## config.mk

```make
export PLATFORM = sky130hd
export DESIGN_NAME = bus_sequencer
export DESIGN_NICKNAME = d
export VERILOG_FILES = /design/src/rtl/bus_sequencer.sv
export SDC_FILE = /design/constraint.sdc
export NUM_CORES = 1
export LEC_CHECK = 0
export ABC_AREA = 1
export CAP_MARGIN = 20
export CORE_AREA = 3 3 53 55
export DETAILED_ROUTE_END_ITERATION = 6
export DIE_AREA = 0 0 56 58
export PLACE_DENSITY = 0.76
export SLEW_MARGIN = 20
export SYNTH_ARGS = -nofsm -noshare
export SYNTH_HDL_FRONTEND = slang
export SYNTH_SLANG_ARGS = --single-unit
```

## constraint.sdc

```tcl
create_clock -name clock -period 2.1 [get_ports clock]
set_clock_uncertainty 0.15 [all_clocks]
set_input_delay 0.525 -clock clock [delete_from_list [all_inputs] [get_ports clock]]
set_output_delay 0.525 -clock clock [all_outputs]
set_load 0.03 [all_outputs]
```

## src/rtl/bus_sequencer.sv

```systemverilog
// rtl/bus_sequencer.sv - timing-state control unit driving the common-bus datapath
module bus_sequencer #(
    parameter bit INDIRECT_EN = 1'b1
) (
    input  logic        clock,
    input  logic        reset,
    input  logic        start,
    input  logic [15:0] ir,
    output logic [2:0]  select,
    output logic [5:0]  LD,
    output logic [4:0]  INR,
    output logic [4:0]  CLR,
    output logic        read,
    output logic        write,
    output logic        enable,
    output logic [1:0]  alu_op,
    output logic [2:0]  sc,
    output logic        running,
    output logic        halted
);

    typedef enum logic [2:0] {
        S_IDLE = 3'd0,
        S_T0   = 3'd1,
        S_T1   = 3'd2,
        S_T2   = 3'd3,
        S_T3   = 3'd4,
        S_T4   = 3'd5,
        S_T5   = 3'd6,
        S_HALT = 3'd7
    } state_t;

    state_t     state, next_state;
    logic [2:0] opcode;
    logic       ibit;
    logic       cla, inc, hlt;
    logic       mem_ref;
    logic       reg_ref;

    // Address field and remaining register-reference bits are consumed by the datapath.
    logic unused_ir;
    assign unused_ir = ^{ir[10:6], ir[4:1]};

    always_ff @(posedge clock or posedge reset) begin
        if (reset) begin
            state  <= S_IDLE;
            opcode <= 3'd0;
            ibit   <= 1'b0;
            cla    <= 1'b0;
            inc    <= 1'b0;
            hlt    <= 1'b0;
        end else begin
            state <= next_state;
            if (state == S_T2) begin
                opcode <= ir[14:12];
                ibit   <= ir[15];
                cla    <= ir[11];
                inc    <= ir[5];
                hlt    <= ir[0];
            end
        end
    end

    assign mem_ref = (opcode <= 3'd4);
    assign reg_ref = (opcode == 3'd7) && !ibit;

    always_comb begin
        next_state = state;
        select     = 3'b000;
        LD         = 6'b0;
        INR        = 5'b0;
        CLR        = 5'b0;
        read       = 1'b0;
        write      = 1'b0;
        alu_op     = 2'b00;
        case (state)
            S_IDLE, S_HALT: begin
                if (start) next_state = S_T0;
            end
            S_T0: begin
                select     = 3'b010;
                LD[0]      = 1'b1;
                next_state = S_T1;
            end
            S_T1: begin
                select     = 3'b111;
                read       = 1'b1;
                LD[4]      = 1'b1;
                INR[1]     = 1'b1;
                next_state = S_T2;
            end
            S_T2: begin
                select     = 3'b101;
                LD[0]      = 1'b1;
                next_state = S_T3;
            end
            S_T3: begin
                if (mem_ref) begin
                    if (ibit && INDIRECT_EN) begin
                        select = 3'b111;
                        read   = 1'b1;
                        LD[0]  = 1'b1;
                    end
                    next_state = S_T4;
                end else if (reg_ref) begin
                    // CLA wins over INC when both are encoded.
                    if (cla)      CLR[3] = 1'b1;
                    else if (inc) INR[3] = 1'b1;
                    next_state = hlt ? S_HALT : S_T0;
                end else begin
                    next_state = S_T0;
                end
            end
            S_T4: begin
                case (opcode)
                    3'd0, 3'd1, 3'd2: begin
                        select     = 3'b111;
                        read       = 1'b1;
                        LD[2]      = 1'b1;
                        next_state = S_T5;
                    end
                    3'd3: begin
                        select     = 3'b100;
                        write      = 1'b1;
                        next_state = S_T0;
                    end
                    default: begin
                        select     = 3'b001;
                        LD[1]      = 1'b1;
                        next_state = S_T0;
                    end
                endcase
            end
            S_T5: begin
                LD[3]      = 1'b1;
                alu_op     = opcode[1:0];
                next_state = S_T0;
            end
            default: next_state = S_IDLE;
        endcase
    end

    always_comb begin
        sc = 3'd0;
        if (state != S_IDLE && state != S_HALT) sc = state - 3'd1;
    end

    assign enable  = (select != 3'b000);
    assign running = (state != S_IDLE) && (state != S_HALT);
    assign halted  = (state == S_HALT);

endmodule

```

==> impl_results.html, run 1 <==
<table>
<tr><th>Metric</th><th>Value</th></tr>
<tr><th colspan="2">Status</th></tr>
<tr><td>Run status</td><td>finished, violations left</td></tr>
<tr><td>Violations in the final reports</td><td>setup timing</td></tr>
<tr><th colspan="2">Synth</th></tr>
<tr><td>Count of state elements after synthesis</td><td>10</td></tr>
<tr><td>Post-synthesis instance total</td><td>132</td></tr>
<tr><td>Total of warnings raised by yosys</td><td>0</td></tr>
<tr><td>Syn Area/Cell</td><td>6.692 um^2</td></tr>
<tr><td>Portion of the post-synthesis area used by sequential elements</td><td>0.2833</td></tr>
<tr><td>Share of the synthesized area in the top cell type</td><td>0.2833</td></tr>
<tr><td>Top area cells in the synthesized netlist</td><td>dfrtp_1 (28%), nand2_1 (11%), ha_1 (9.9%), inv_1 (9.8%), buf_4 (7.6%)</td></tr>
<tr><td>Library cell occupying the most area in the post-synthesis netlist</td><td>dfrtp_1</td></tr>
<tr><td>Synthesized area</td><td>883.3 um^2</td></tr>
<tr><td>Yosys cell types</td><td>22</td></tr>
<tr><th colspan="2">CTS</th></tr>
<tr><td>TritonCTS clock tree</td><td>done</td></tr>
<tr><td>Number of buffers added by the clock tree synthesis step</td><td>3</td></tr>
<tr><td>Number of levels in the clock H-tree</td><td>1</td></tr>
<tr><td>Clock-pin slew reported for the worst setup and hold paths after clock tree synthesis</td><td>0.06 ns</td></tr>
<tr><td>Quantity of hold-fixing buffers added after cts</td><td>0</td></tr>
<tr><td>Count of clock tree sinks</td><td>10</td></tr>
<tr><td>Clock Latency Late Sink</td><td>0.26 ns</td></tr>
<tr><td>Root cell of the clock tree</td><td>clkbuf_4</td></tr>
<tr><td>Maximum count of clock buffers along a single path</td><td>2</td></tr>
<tr><th colspan="2">Layout</th></tr>
<tr><td>Cell area after layout</td><td>0.001509 mm^2</td></tr>
<tr><td>Number of diodes</td><td>0</td></tr>
<tr><td>Area growth from synthesis to layout</td><td>70.82%</td></tr>
<tr><td>Proportion of layout cells with a drive suffix above 1</td><td>0.4860</td></tr>
<tr><td>Number of nets in the layout</td><td>207</td></tr>
<tr><td>Highest-count cells in the layout ignoring fill and taps</td><td>nand2_1 (21), buf_4 (21), buf_6 (17)</td></tr>
<tr><td>Final Instance Count excl. Fillers</td><td>209</td></tr>
<tr><th colspan="2">Hold path</th></tr>
<tr><td>Hold endpoint</td><td>hlt</td></tr>
<tr><td>Cells on Worst Hold Path</td><td>2</td></tr>
<tr><td>Startpoint of the lowest-slack hold path</td><td>hlt</td></tr>
<tr><td>Class of the tightest hold or removal check</td><td>reg -&gt; reg</td></tr>
<tr><th colspan="2">Die</th></tr>
<tr><td>Die height</td><td>58 um</td></tr>
<tr><td>Std-Cell Rows</td><td>18</td></tr>
<tr><td>Initial Utilization</td><td>0.3632</td></tr>
<tr><td>Floorplan die area</td><td>0.003248 mm^2</td></tr>
<tr><td>Width of the die</td><td>56 um</td></tr>
<tr><td>IO Pins</td><td>48</td></tr>
<tr><td>Core ar.</td><td>0.002432 mm^2</td></tr>
<tr><th colspan="2">Placed design</th></tr>
<tr><td>Post-Place Cells</td><td>195</td></tr>
<tr><td>Sum of net half-perimeters after detailed placement</td><td>1698 um</td></tr>
<tr><td>Weighted congestion at the end of routability-driven global placement</td><td>0.8151</td></tr>
<tr><td>Setup Slack @ Placement</td><td>-0.07040 ns</td></tr>
<tr><td>Placed cell area</td><td>0.001179 mm^2</td></tr>
<tr><td>Number of buffer cells added on primary ports</td><td>30</td></tr>
<tr><th colspan="2">Worst setup path</th></tr>
<tr><td>CP Launch Point</td><td>state[1]</td></tr>
<tr><td>Critical R2R Capture</td><td>state[0]</td></tr>
<tr><td>Setup crit start kind</td><td>flop</td></tr>
<tr><td>Crit. End Element</td><td>primary output</td></tr>
<tr><td>Largest fanout of any net on the critical path</td><td>4</td></tr>
<tr><td>Worst Path Class, Setup</td><td>reg -&gt; out</td></tr>
<tr><td>Arrival time of data at the critical path endpoint</td><td>1.69 ns</td></tr>
<tr><td>Critical Path RT</td><td>1.42 ns</td></tr>
<tr><td>Critical R2R Launch</td><td>state[0]</td></tr>
<tr><td>Logic depth of the worst register-to-register path</td><td>10</td></tr>
<tr><td>Setup slack on the worst flop-to-flop path</td><td>0.35 ns</td></tr>
<tr><th colspan="2">Drt</th></tr>
<tr><td>Average wire length per cell after detail routing</td><td>12.13 um</td></tr>
<tr><td>First-pass iteration count of the detailed router</td><td>4</td></tr>
<tr><td>Post-route antenna net violation count</td><td>0</td></tr>
<tr><td>Routed WL</td><td>2535 um</td></tr>
<tr><td>Total number of vias</td><td>952</td></tr>
<tr><td>DRC Markers</td><td>0</td></tr>
<tr><td>DRC marker count from the first detailed-route iteration</td><td>7</td></tr>
<tr><td>Vias per Instance</td><td>4.555</td></tr>
<tr><th colspan="2">STA</th></tr>
<tr><td>Hold violation count in the final report</td><td>0</td></tr>
<tr><td>Setup repair after global routing missed its margin</td><td>yes</td></tr>
<tr><td>Setup-violating endpoint count in the final report</td><td>17</td></tr>
<tr><td>Final Worst Setup Slack</td><td>-0.2606 ns</td></tr>
<tr><td>F_max</td><td>0.4236 GHz</td></tr>
<tr><td>Final critical-path share of the clock period</td><td>1.124</td></tr>
<tr><td>Final max-slew violation count</td><td>0</td></tr>
<tr><td>Setup Total Neg Slack</td><td>-1.896 ns</td></tr>
<tr><td>Final hold slack</td><td>0.3781 ns</td></tr>
<tr><td>Clock period minus final worst setup slack</td><td>2.361 ns</td></tr>
<tr><th colspan="2">Power</th></tr>
<tr><td>Switching part of the total power</td><td>0.5312</td></tr>
<tr><td>Leakage</td><td>0.0008151 uW</td></tr>
<tr><td>Power density relative to cell area</td><td>1779 mW/mm^2</td></tr>
<tr><td>Cell internal pwr</td><td>1258 uW</td></tr>
<tr><td>Share of power burned in registers</td><td>0.152</td></tr>
<tr><td>Net switching power</td><td>1426 uW</td></tr>
<tr><td>Clock share of power</td><td>0.047</td></tr>
<tr><td>Worst-case vdd ir drop</td><td>1.024 mV</td></tr>
<tr><td>Logic gate share of total power</td><td>0.801</td></tr>
<tr><th colspan="2">Global routing</th></tr>
<tr><td>Global-route wire length before repair</td><td>3643 um</td></tr>
<tr><td>Aggregate global-route resource usage</td><td>0.1391</td></tr>
<tr><td>Overflow after GRT</td><td>0</td></tr>
<tr><td>Antenna violations before repair</td><td>0</td></tr>
<tr><td>Maximum number of pins on one net before global-route repair</td><td>15</td></tr>
<tr><td>Number of global-route vias before repair</td><td>874</td></tr>
<tr><th colspan="2">Run</th></tr>
<tr><td>Count of max-cap constraint violations</td><td>0</td></tr>
</table>
[cells in the mapped netlist, drive strengths merged]
master	number
nor2	15
buf	10
o21bai	1
clkinv	2
nor4	1
nand3	8
o21ai	10
ha	7
inv	26
xnor2	1
nand4	1
nor3	1
a31oi	1
dfrtp	10
nand2	37
conb	1
[logic make-up (layout without fill, tap and decap cells)]
group                      after synthesis  in the layout  synth area share
and+or+nand+nor                         63             63            0.3230
buffers and inverters                   38             78            0.2082
AOI/OAI and AO/OA                       12             12           0.07225
DFF                                     10             10            0.2833
adders and majority gates                7              7           0.09915
other                                    1              8          0.004245
xor gates and xnor gates                 1              1          0.009917
[how the worst max path moves through the flow]
stage,end,slack [ns],depth (start not counted)
6_report,enable,-0.26,9
5_1_grt,enable,-0.35,9
4_1_cts,enable,-0.21,9
3_5_place_dp,enable,-0.07,9
3_3_place_gp,enable,-0.05,9
2_1_floorplan,read,-0.04,6
[flip-flops by register name (all words and copies together) (netlist names)]
signal and count:
cla 1, opcode 3, inc 1, state 3, hlt 1, ibit 1
[metrics by stage]
step	total power (uW)	util
finish	2684	0.6204
global route	2880	0.6204
CTS	2200	0.5262
detailed placement	1930	0.4846
global placement	1887	0.4846
floorplan	1462	-
[power by group through the flow]
| stage | combinational [uW] | sequential, uW | clock, uW |
|---|---|---|---|
| floorplan | 1100 | 363 | 0 |
| finish | 2150 | 407 | 127 |
| global route | 2310 | 425 | 140 |
| global placement | 1510 | 372 | 0 |
| CTS | 1690 | 378 | 132 |
| detailed placement | 1550 | 378 | 0 |
[critical path: stages, from the launching register on]
cell	delay, ns
dfrtp_1	0.38
inv_4	0.07
ha_4	0.17
nand2_2	0.10
nor2_4	0.04
nand2_2	0.09
nand2_1	0.07
o21bai_1	0.23
nand3_2	0.12
buf_6	0.15
[cell type report]
class / count / area, um^2
flip-flops and latches: 10 / 254.0
multi-input cells: 91 / 648.1
well taps: 30 / 37.54
clock buffers: 3 / 22.52
repair buffers: 47 / 439.2
fillers: 216 / 923.4
inverters: 28 / 107.6
[repair_timing]
item                                    4_1_cts  5_1_grt
hold endpoints to repair                      0        0
setup buffers                                 5        6
endpoints found under the setup margin       18       20
gates resized for setup                      14       48
pin swaps                                     4       11
[per-layer routing]
layer / track usage / wire length [um]
met5: 0 / 0
met1: 0.1578 / 989
met4: 0.05763 / 61
met3: 0.01559 / 137
met2: 0.2638 / 1346
(Power assumes the default switching activity.)
==> inputs of run 2 (changes only) <==
--- a/config.mk
+++ b/config.mk
@@ -6,11 +6,10 @@
 export NUM_CORES = 1
 export LEC_CHECK = 0
 export ABC_AREA = 1
-export CAP_MARGIN = 20
-export CORE_AREA = 3 3 53 55
+export CORE_AREA = 3 3 41 70
 export DETAILED_ROUTE_END_ITERATION = 6
-export DIE_AREA = 0 0 56 58
-export PLACE_DENSITY = 0.76
+export DIE_AREA = 0 0 44 73
+export PLACE_DENSITY = 0.77
 export SLEW_MARGIN = 20
 export SYNTH_ARGS = -nofsm -noshare
 export SYNTH_HDL_FRONTEND = slang
==> run 2 against run 1 <==
Count of clock-buffer cells in the layout did not move. Wire length fell by 0.28%. The run still ends with setup timing left. Flip-flop and latch count did not move. Total power rose by 11%. Utilization rose by 8.1 points. Cell count fell by 0.96%. Sequential power fell by 1%. Die area fell by 1.1%.
==> impl_results.html, run 2 (synthesized netlist as in run 1, its figures left out) <==
<table>
<tr><th>Metric</th><th>Value</th></tr>
<tr><th colspan="2">Worst setup path</th></tr>
<tr><td>Arrival time of data at the critical path endpoint</td><td>1.59 ns</td></tr>
<tr><td>Critical Path RT</td><td>1.42 ns</td></tr>
<tr><td>Crit. End Element</td><td>primary output</td></tr>
<tr><td>Ordered list of cells on the worst path</td><td>inv_2 -&gt; ha_4 -&gt; nand2_4 -&gt; nor2_4 -&gt; nand2_4 -&gt; buf_6 -&gt; a31oi_4 -&gt; buf_6</td></tr>
<tr><td>Setup crit start kind</td><td>flop</td></tr>
<tr><td>Worst Path Class, Setup</td><td>reg -&gt; out</td></tr>
<tr><td>Setup slack on the worst flop-to-flop path</td><td>0.35 ns</td></tr>
<tr><td>Highest-delay cell along the critical path</td><td>dfrtp_1</td></tr>
<tr><td>Highest cell delay on the worst timing path</td><td>0.38 ns</td></tr>
<tr><td>Largest fanout of any net on the critical path</td><td>4</td></tr>
<tr><td>Gate family responsible for the most delay along the worst path</td><td>buffers and inverters</td></tr>
<tr><td>Count of buffer and inverter cells on the critical path</td><td>3</td></tr>
<tr><th colspan="2">STA</th></tr>
<tr><td>Setup repair after global routing missed its margin</td><td>yes</td></tr>
<tr><td>Setup Total Neg Slack</td><td>-1.133 ns</td></tr>
<tr><td>Final Worst Setup Slack</td><td>-0.1693 ns</td></tr>
<tr><td>Final critical-path share of the clock period</td><td>1.081</td></tr>
<tr><td>F_max</td><td>0.4407 GHz</td></tr>
<tr><td>Final max-slew violation count</td><td>0</td></tr>
<tr><td>Setup-violating endpoint count in the final report</td><td>15</td></tr>
<tr><td>Clock period minus final worst setup slack</td><td>2.269 ns</td></tr>
<tr><td>Hold violation count in the final report</td><td>0</td></tr>
<tr><th colspan="2">Layout</th></tr>
<tr><td>Most common library cell in the layout ignoring fill and taps</td><td>buf_6</td></tr>
<tr><td>Proportion of layout cells with a drive suffix above 1</td><td>0.5440</td></tr>
<tr><td>Number of nets in the layout</td><td>210</td></tr>
<tr><td>Highest-count cells in the layout ignoring fill and taps</td><td>buf_6 (23), nand2_1 (20), buf_4 (18)</td></tr>
<tr><td>Area growth from synthesis to layout</td><td>87.25%</td></tr>
<tr><td>Largest registers ranked by flip-flop count</td><td>opcode (3), state (3)</td></tr>
<tr><td>Number of diodes</td><td>0</td></tr>
<tr><th colspan="2">Drt</th></tr>
<tr><td>Total number of vias</td><td>974</td></tr>
<tr><td>First-pass iteration count of the detailed router</td><td>4</td></tr>
<tr><td>DRC Markers</td><td>0</td></tr>
<tr><td>Vias per Instance</td><td>4.705</td></tr>
<tr><td>DRC marker count from the first detailed-route iteration</td><td>19</td></tr>
<tr><td>Routed WL</td><td>2528 um</td></tr>
<tr><td>Post-route antenna net violation count</td><td>0</td></tr>
<tr><td>Average wire length per cell after detail routing</td><td>12.21 um</td></tr>
<tr><th colspan="2">CTS</th></tr>
<tr><td>Maximum count of clock buffers along a single path</td><td>2</td></tr>
<tr><td>Quantity of hold-fixing buffers added after cts</td><td>0</td></tr>
<tr><td>TritonCTS clock tree</td><td>done</td></tr>
<tr><td>Count of clock tree sinks</td><td>10</td></tr>
<tr><td>Clock Latency Late Sink</td><td>0.23 ns</td></tr>
<tr><td>Clock-pin slew reported for the worst setup and hold paths after clock tree synthesis</td><td>0.04 ns</td></tr>
<tr><td>Number of buffers added by the clock tree synthesis step</td><td>3</td></tr>
<tr><td>Number of levels in the clock H-tree</td><td>1</td></tr>
<tr><td>Root cell of the clock tree</td><td>clkbuf_8</td></tr>
<tr><th colspan="2">Global routing</th></tr>
<tr><td>Antenna violations before repair</td><td>0</td></tr>
<tr><td>Overflow after GRT</td><td>0</td></tr>
<tr><td>Number of global-route vias before repair</td><td>976</td></tr>
<tr><td>Global-route wire length before repair</td><td>3629 um</td></tr>
<tr><td>Maximum number of pins on one net before global-route repair</td><td>15</td></tr>
<tr><td>Aggregate global-route resource usage</td><td>0.1477</td></tr>
<tr><th colspan="2">Placed design</th></tr>
<tr><td>Weighted congestion at the end of routability-driven global placement</td><td>0.8805</td></tr>
<tr><td>Setup Slack @ Placement</td><td>0.001828 ns</td></tr>
<tr><td>Sum of net half-perimeters after detailed placement</td><td>1724 um</td></tr>
<tr><td>Number of buffer cells added on primary ports</td><td>30</td></tr>
<tr><th colspan="2">Die</th></tr>
<tr><td>Core ar.</td><td>0.002360 mm^2</td></tr>
<tr><td>Width of the die</td><td>44 um</td></tr>
<tr><td>Floorplan die area</td><td>0.003212 mm^2</td></tr>
<tr><td>Initial Utilization</td><td>0.3743</td></tr>
<tr><td>IO Pins</td><td>48</td></tr>
<tr><td>Std-Cell Rows</td><td>23</td></tr>
<tr><td>Die height</td><td>73 um</td></tr>
<tr><th colspan="2">Power</th></tr>
<tr><td>Worst-case vdd ir drop</td><td>1.023 mV</td></tr>
<tr><td>Power density relative to cell area</td><td>1796 mW/mm^2</td></tr>
<tr><td>Leakage</td><td>0.0008959 uW</td></tr>
<tr><th colspan="2">Run</th></tr>
<tr><td>Count of max-cap constraint violations</td><td>0</td></tr>
<tr><th colspan="2">Status</th></tr>
<tr><td>Run status</td><td>finished, violations left</td></tr>
<tr><td>Violations in the final reports</td><td>setup timing</td></tr>
<tr><th colspan="2">Hold path</th></tr>
<tr><td>Class of the tightest hold or removal check</td><td>reg -&gt; reg</td></tr>
</table>
[run 2: metrics by stage]
stage | total power [uW] | cells | utilization | cell area [um^2] | hold slack, ns
floorplan | 1462 | 139 | - | 927.1 | 0.2152
global placement | 1923 | 193 | 0.5064 | 1195 | 0.3387
detailed placement | 1958 | 193 | 0.5064 | 1195 | 0.3562
CTS | 2389 | 199 | 0.5620 | 1326 | 0.3675
global route | 3177 | 207 | 0.7010 | 1654 | 0.4173
finish | 2970 | 207 | 0.7010 | 1654 | 0.3628
[run 2: tightest hold or removal path, stage by stage (launching register included)]
cell	delay [ns]
dfrtp_1	0.36
nand2_1	0.06
nand2_1	0.06
[run 2: power by group]
| group | total, uW | switching, uW | leakage (uW) | internal [uW] |
|---|---|---|---|---|
| clock | 192 | 67.2 | 0.0000216 | 125 |
| sequential | 402 | 108 | 0.000121 | 294 |
| combinational | 2380 | 1350 | 0.000753 | 1030 |
[run 2: what timing repair did]
action	4_1_cts	5_1_grt
gates resized for setup	17	69
buffers inserted	3	9
endpoints found under the setup margin	17	18
pin swaps	6	13
[run 2: cell type report]
cell class                 count  area, um^2
sequential                    10       252.7
inverter                      28       107.6
timing repair buffer          50       484.2
clock buffer                   3       41.29
tap                           25       31.28
multi-input combinational     91       737.0
fill                         202       705.7
[run 2: worst paths after layout]
kind | start | to | cells past startpoint
max | state[1] | read | 8
min | hlt | hlt | 2
max reg2reg | state[1] | state[1] | 11
min reg2reg | hlt | hlt | 2
max in group asynchronous | reset | opcode[2] | 2
min in group asynchronous | reset | inc | 2
[run 2: routing by layer]
layer / routed length [um] / up-vias / global-route usage
met2: 1470 / 36 / 0.2808
li1: - / 488 / -
met1: 868 / 445 / 0.1339
met3: 148 / 5 / 0.01235
met5: 0 / - / 0
met4: 41 / 0 / 0.1141
